## config.mk

```make
export PLATFORM = sky130hd
export DESIGN_NAME = cn_minfind_stream_flat
export DESIGN_NICKNAME = d
export VERILOG_FILES = /design/src/rtl/cn_minfind_stream_if.sv /design/src/rtl/cn_minfind_stream.sv /design/src/flat_wrapper.sv
export SDC_FILE = /design/constraint.sdc
export NUM_CORES = 1
export LEC_CHECK = 0
export BUFFER_PORTS_ARGS = -buffer_cell sky130_fd_sc_hd__clkbuf_2
export CORE_ASPECT_RATIO = 1.2
export CORE_UTILIZATION = 56
export CTS_CLUSTER_DIAMETER = 60
export CTS_CLUSTER_SIZE = 30
export DETAILED_ROUTE_END_ITERATION = 10
export GPL_ROUTABILITY_DRIVEN = 0
export PLACE_DENSITY = 0.81
export SETUP_SLACK_MARGIN = 0.4
export SLEW_MARGIN = 20
export SYNTH_ARGS = -nofsm -noshare
export SYNTH_HDL_FRONTEND = slang
export SYNTH_SLANG_ARGS = --single-unit
```

## constraint.sdc

```tcl
create_clock -name clk -period 2.6 [get_ports clk]
set_input_delay 0 -clock clk [delete_from_list [all_inputs] [get_ports clk]]
set_output_delay 0 -clock clk [all_outputs]
set_load 0.1 [all_outputs]
```

## src/rtl/cn_minfind_stream_if.sv

```systemverilog
// Handshake bundle between the variable-to-check message FIFO, the check-node
// min-finder and the check-to-variable message generator.
interface cn_minfind_stream_if #(
  parameter int DATA_W = 8,
  parameter int DMAX   = 32,
  parameter int IDX_W  = $clog2(DMAX)
);
  logic              in_valid;
  logic              in_ready;
  logic [DATA_W-1:0] in_data;
  logic              in_last;

  logic              out_valid;
  logic              out_ready;
  logic [DATA_W-2:0] out_min1;
  logic [DATA_W-2:0] out_min2;
  logic [IDX_W-1:0]  out_idx;
  logic              out_sign;
  logic [IDX_W:0]    out_deg;
  logic              out_err;

  // Upstream/downstream side: drives messages in, consumes results.
  modport master (
    output in_valid, in_data, in_last, out_ready,
    input  in_ready, out_valid, out_min1, out_min2, out_idx, out_sign, out_deg, out_err
  );

  // The min-finder itself.
  modport slave (
    input  in_valid, in_data, in_last, out_ready,
    output in_ready, out_valid, out_min1, out_min2, out_idx, out_sign, out_deg, out_err
  );
endinterface

```

## src/rtl/cn_minfind_stream.sv

```systemverilog
// Serial check-node min-finder: one sign-magnitude message per cycle, reports
// min1/min2, position of min1, sign parity and degree for each group.
module cn_minfind_stream #(
  parameter int DATA_W = 8,
  parameter int DMAX   = 32,
  parameter int IDX_W  = $clog2(DMAX)
) (
  input logic                clk,
  input logic                rst,
  cn_minfind_stream_if.slave bus
);
  localparam int MAG_W = DATA_W - 1;
  localparam int CNT_W = IDX_W + 1;
  localparam logic [CNT_W-1:0] CNT_MAX  = CNT_W'(DMAX);
  localparam logic [CNT_W-1:0] CNT_ONE  = CNT_W'(1);
  localparam logic [MAG_W-1:0] MAG_ONES = '1;

  typedef enum logic {IDLE, ACCUM} acc_state_e;

  acc_state_e       state_q, state_d;
  logic [MAG_W-1:0] min1_q, min1_d;
  logic [MAG_W-1:0] min2_q, min2_d;
  logic [IDX_W-1:0] idx_q, idx_d;
  logic             sign_q, sign_d;
  logic [CNT_W-1:0] cnt_q, cnt_d;

  logic             out_valid_q;
  logic [MAG_W-1:0] out_min1_q, out_min2_q;
  logic [IDX_W-1:0] out_idx_q;
  logic             out_sign_q;
  logic [CNT_W-1:0] out_deg_q;
  logic             out_err_q;

  logic             in_ready;
  logic             accept;
  logic             closing;
  logic             force_close;
  logic [MAG_W-1:0] mag;
  logic             sgn;

  assign mag      = bus.in_data[MAG_W-1:0];
  assign sgn      = bus.in_data[DATA_W-1];
  // Input stalls whenever an unconsumed result would otherwise be overwritten.
  assign in_ready = rst & (~out_valid_q | bus.out_ready);
  assign accept   = bus.in_valid & in_ready;

  // NOTE: every signal written here gets a default first, so no path leaves
  // it unassigned and no latch is inferred.
  always_comb begin
    state_d     = state_q;
    min1_d      = min1_q;
    min2_d      = min2_q;
    idx_d       = idx_q;
    sign_d      = sign_q;
    cnt_d       = cnt_q;
    closing     = 1'b0;
    force_close = 1'b0;

    if (accept) begin
      if (state_q == IDLE) begin
        min1_d = mag;
        min2_d = MAG_ONES;
        idx_d  = '0;
        sign_d = sgn;
        cnt_d  = CNT_ONE;
      end else begin
        // Strict less-than: on a tie the earlier beat keeps min1.
        if (mag < min1_q) begin
          min2_d = min1_q;
          min1_d = mag;
          idx_d  = cnt_q[IDX_W-1:0];
        end else if (mag < min2_q) begin
          min2_d = mag;
        end
        sign_d = sign_q ^ sgn;
        cnt_d  = cnt_q + CNT_ONE;
      end
      closing     = bus.in_last | (cnt_d == CNT_MAX);
      force_close = ~bus.in_last & (cnt_d == CNT_MAX);
      state_d     = closing ? IDLE : ACCUM;
    end
  end

  // NOTE: sequential state uses non-blocking assignments so every register
  // samples the pre-edge values regardless of statement order.
  always_ff @(posedge clk) begin
    if (!rst) begin
      state_q     <= IDLE;
      cnt_q       <= '0;
      // NOTE: accumulator data is reset too; it is a handful of flops and keeps
      // the block free of X after reset.
      min1_q      <= '0;
      min2_q      <= '0;
      idx_q       <= '0;
      sign_q      <= 1'b0;
      out_valid_q <= 1'b0;
      out_min1_q  <= '0;
      out_min2_q  <= '0;
      out_idx_q   <= '0;
      out_sign_q  <= 1'b0;
      out_deg_q   <= '0;
      out_err_q   <= 1'b0;
    end else begin
      state_q <= state_d;
      cnt_q   <= closing ? '0 : cnt_d;
      min1_q  <= min1_d;
      min2_q  <= min2_d;
      idx_q   <= idx_d;
      sign_q  <= sign_d;

      // A new close in the same cycle as a consume reloads and keeps valid high.
      if (closing) begin
        out_valid_q <= 1'b1;
        out_min1_q  <= min1_d;
        out_min2_q  <= min2_d;
        out_idx_q   <= idx_d;
        out_sign_q  <= sign_d;
        out_deg_q   <= cnt_d;
        out_err_q   <= force_close;
      end else if (out_valid_q && bus.out_ready) begin
        out_valid_q <= 1'b0;
      end
    end
  end

  assign bus.in_ready  = in_ready;
  assign bus.out_valid = out_valid_q;
  assign bus.out_min1  = out_min1_q;
  assign bus.out_min2  = out_min2_q;
  assign bus.out_idx   = out_idx_q;
  assign bus.out_sign  = out_sign_q;
  assign bus.out_deg   = out_deg_q;
  assign bus.out_err   = out_err_q;
endmodule
```

## src/flat_wrapper.sv

```systemverilog
// flat-port wrapper written by rule: the top's interface ports become plain ports
module cn_minfind_stream_flat 
#(
  parameter int DATA_W = 8,
  parameter int DMAX   = 32,
  parameter int IDX_W  = $clog2(DMAX)
)
  (clk, rst, bus_in_valid, bus_in_data, bus_in_last, bus_out_ready, bus_in_ready, bus_out_valid, bus_out_min1, bus_out_min2, bus_out_idx, bus_out_sign, bus_out_deg, bus_out_err);
  cn_minfind_stream_if #(.DATA_W(DATA_W), .DMAX(DMAX), .IDX_W(IDX_W)) bus_i ();
  input logic clk;
  input logic rst;
  input wire logic [$bits(bus_i.in_valid)-1:0] bus_in_valid;
  input wire logic [$bits(bus_i.in_data)-1:0] bus_in_data;
  input wire logic [$bits(bus_i.in_last)-1:0] bus_in_last;
  input wire logic [$bits(bus_i.out_ready)-1:0] bus_out_ready;
  output wire logic [$bits(bus_i.in_ready)-1:0] bus_in_ready;
  output wire logic [$bits(bus_i.out_valid)-1:0] bus_out_valid;
  output wire logic [$bits(bus_i.out_min1)-1:0] bus_out_min1;
  output wire logic [$bits(bus_i.out_min2)-1:0] bus_out_min2;
  output wire logic [$bits(bus_i.out_idx)-1:0] bus_out_idx;
  output wire logic [$bits(bus_i.out_sign)-1:0] bus_out_sign;
  output wire logic [$bits(bus_i.out_deg)-1:0] bus_out_deg;
  output wire logic [$bits(bus_i.out_err)-1:0] bus_out_err;
  assign bus_i.in_valid = bus_in_valid;
  assign bus_i.in_data = bus_in_data;
  assign bus_i.in_last = bus_in_last;
  assign bus_i.out_ready = bus_out_ready;
  assign bus_in_ready = bus_i.in_ready;
  assign bus_out_valid = bus_i.out_valid;
  assign bus_out_min1 = bus_i.out_min1;
  assign bus_out_min2 = bus_i.out_min2;
  assign bus_out_idx = bus_i.out_idx;
  assign bus_out_sign = bus_i.out_sign;
  assign bus_out_deg = bus_i.out_deg;
  assign bus_out_err = bus_i.out_err;
  cn_minfind_stream #(.DATA_W(DATA_W), .DMAX(DMAX), .IDX_W(IDX_W)) u_core (.clk(clk), .rst(rst), .bus(bus_i));
endmodule
```

==> impl_metrics.yaml <==
outcome:
  outcome: "complete, no violations"
route:
  drtIter0Drc: 207
  antenna_left: 0
  via_per_inst: 6.00
  wl_um: 6890
  vias: 2474
  detail_route.first_pass.iterations: 4
  post-route-drc-count: 0
  wl_met3_um: 347
  wl_per_cell_um: 16.7
  top_layer_used: "met4"
  dr_wl_met2_um: 3670
  wl_met1_um: 2760
synth:
  yosysSeqAreaShare_pct: 40.6
  synthTopCellsByArea: "dfxtp_1 (41%), mux2i_1 (8.5%), nand2_1 (6.4%)"
  syn_inst: 305
  synth_most_common_cell: "dfxtp_1"
  synthMuxAreaShare_pct: 11.0
  synth_area_leader_cell: "dfxtp_1"
  ys_ff_latch: 55
  synth_top_family_by_area: "simple AND/OR/NAND/NOR gates"
  synth_top_cell_area_share_pct: 40.6
  synth_common_cells: "dfxtp_1 (55), nand2_1 (46), mux2i_1 (23), nand3_1 (20)"
  ys_types: 44
  yosys.area_share.simple_pct: 19.0
  yosys_most_used_dff: "dfxtp_1"
  syn_area_um2: 2720
  synthXorXnorAreaFrac_pct: 1.66
  synth_edf_count: 0
  avgSynthCellArea_um2: 8.90
  synthArstFlopShare_pct: 0
  syn_nets: 331
  synth_compound_area_share_pct: 16.5
  synthAdderAreaFrac_pct: 5.99
  yosysWarningCount: 0
setup_path:
  end_kind: "register"
  reg2reg_depth: 9
  crit_fanout: 7
  critPathArrivalTime_ns: 2.42
  cp.required_ns: 2.80
  start_kind: "register"
  r2r_start: "u_core.min1_q[5]"
  r2r_end: "u_core.bus.out_min1[3]"
  r2r_slack_ns: 0.38
  worstSetupPathType: "reg2reg"
cells_and_area:
  area_growth_pct: 19.3
  antennaDiodeCount: 0
  fin_util_pct: 70.0
  nets: 379
  drive_gt1_share_pct: 26.0
floorplan:
  ios: 42
  start_util_pct: 58.7
  fp.dieH_um: 78.3
  die_x_um: 65.6
  num_rows: 27
  die-area_um2: 5130
  core_um2: 4630
clock_network:
  cts_sinks: 55
  cts.clk_slew.worst_paths_ns: 0.10
  numCtsBuffers: 5
  clk_path_buf_depth: 2
  clk_latency_ns: 0.31
  cts_tree: "built"
  cts_max_level: 2
  root_buffer: "clkbuf_8"
sta:
  setup-tns-final_ns: 0
  worst_pin_slew_ns: 0.591
  hold_viol: 0
  period_minus_slack_ns: 2.22
  hold-worst-slack_ns: 0.0223
  rsz0062_at_grt: "yes"
  finalCritPeriodShare_pct: 85.4
  slew_headroom_pct: 60.4
  setup_viol: 0
  final_max_slew_viol_count: 0
  fin_skew_ns: 0.00949
  max_freq_mhz: 450
power:
  swShare_pct: 30.9
  internal_power_uw: 1320
  max-vdd-ir-drop_mv: 0.397
  clkPwrFrac_pct: 30.4
  power.leakage_uw: 0.00141
  comb_power_share_pct: 22.3
  power_density_nw_per_um2: 589
  switching_power_uw: 589
  pwr-share-seq_pct: 47.3
job:
  max_cap_violations: 0
min_path:
  worstHoldEndpoint: "u_core.min1_q[2]"
  min_path_type: "in2reg"
  worstHoldStart: "bus_in_data[2]"
  hold_depth: 3
global_routing:
  grt_max_degree: 24
  grt_pass1_vias: 2268
  grt_use_total_pct: 26.0
  antenna_found_initial: 0
  grt_first_pass_wirelength_um: 10400
  grt.overflow.total: 0
placed_design:
  hpwl_um: 4270
  io_buffer_count: 41
## routing by layer
layer,track usage (%),vias to the layer above
met2,46.3,87
met4,8.04,0
met1,31.4,1188
li1,-,1185
met3,4.07,14
met5,0,-
## kinds of logic after synthesis
| logic type | after synthesis |
|---|---|
| simple gates | 109 |
| flops | 55 |
| fa+ha+maj | 13 |
| compound gates | 64 |
| xor+xnor | 3 |
| mux | 29 |
| buf+inv | 32 |
## final cells by class
cell class              count  area (µm²)
fillers                   347        1390
clock inverters             2        35.0
multi-input cells         221        1560
repair buffers             56         332
inverters                  14        52.6
well taps                  58        72.6
flip-flops and latches     55        1100
clock buffers               6        82.6
## power groups by stage
stage	sequential (µW)	combinational [µW]	clock, µW
after floorplan	1030	187	0
after global placement	919	369	0
after detailed placement	920	378	0
after CTS	901	387	587
after global routing	907	451	628
final	902	426	580
## layout by cell type, fill, tap and decap left out, drive strengths merged, types with 7 or more instances in the layout
cell type  synthesis  routed
nor2              18      18
a21oi             17      17
ha                13      13
buf                7      13
o22ai              8       8
dfxtp             55      55
nand2b             4       7
inv               13      13
clkbuf            11      48
nand2             46      46
mux2i             23      23
nand3             21      21
o21ai              9       9
## critical path: stages (launching register included)
cell and delay [ns]:
dfxtp_1 0.35, inv_1 0.07, ha_1 0.34, nand3_1 0.13, o21a_1 0.22, buf_4 0.15
o31ai_4 0.28, buf_12 0.18, mux2i_1 0.27, mux2i_1 0.11
## registers in the layout, summed over array words and instances (netlist names), 5 cells and up
register / cells
u_core.min2_q: 7
u_core.bus.out_deg: 6
u_core.bus.out_idx: 5
u_core.cnt_q: 6
u_core.idx_q: 5
u_core.min1_q: 7
u_core.bus.out_min2: 7
u_core.bus.out_min1: 7
## how the worst max path moves through the flow
| stage | startpoint | slack, ns | to | cells past startpoint |
|---|---|---|---|---|
| floorplan | u_core.bus.out_valid | 0.57 | u_core.bus.out_min2[0] | 8 |
| global placement | u_core.min1_q[2] | 0.36 | u_core.bus.out_min1[6] | 8 |
| detailed placement | u_core.min1_q[2] | 0.29 | u_core.bus.out_min1[3] | 8 |
| CTS | u_core.cnt_q[0] | 0.40 | u_core.bus.out_valid | 7 |
| global route | u_core.min1_q[4] | 0.24 | u_core.bus.out_idx[1] | 9 |
| finish | u_core.min1_q[5] | 0.38 | u_core.bus.out_min1[3] | 9 |
## what timing repair did
item | in CTS | in global routing
pin swaps | 0 | 2
hold buffers | 1 | 0
cloned | 1 | 3
gates resized for setup | 1 | 14
hold endpoints to repair | 1 | 0
buffers inserted | 1 | 5
setup endpoints to repair | 19 | 34
## through the flow
step	total power (µW)	cells	setup WS, ns	area [µm²]
6_report	1910	412	0.379	3240
3_5_place_dp	1300	393	0.294	2950
5_1_grt	1990	412	0.243	3240
2_1_floorplan	1210	305	0.567	2720
3_3_place_gp	1290	393	0.357	2950
4_1_cts	1880	404	0.400	3110
(Power assumes the default switching activity.)
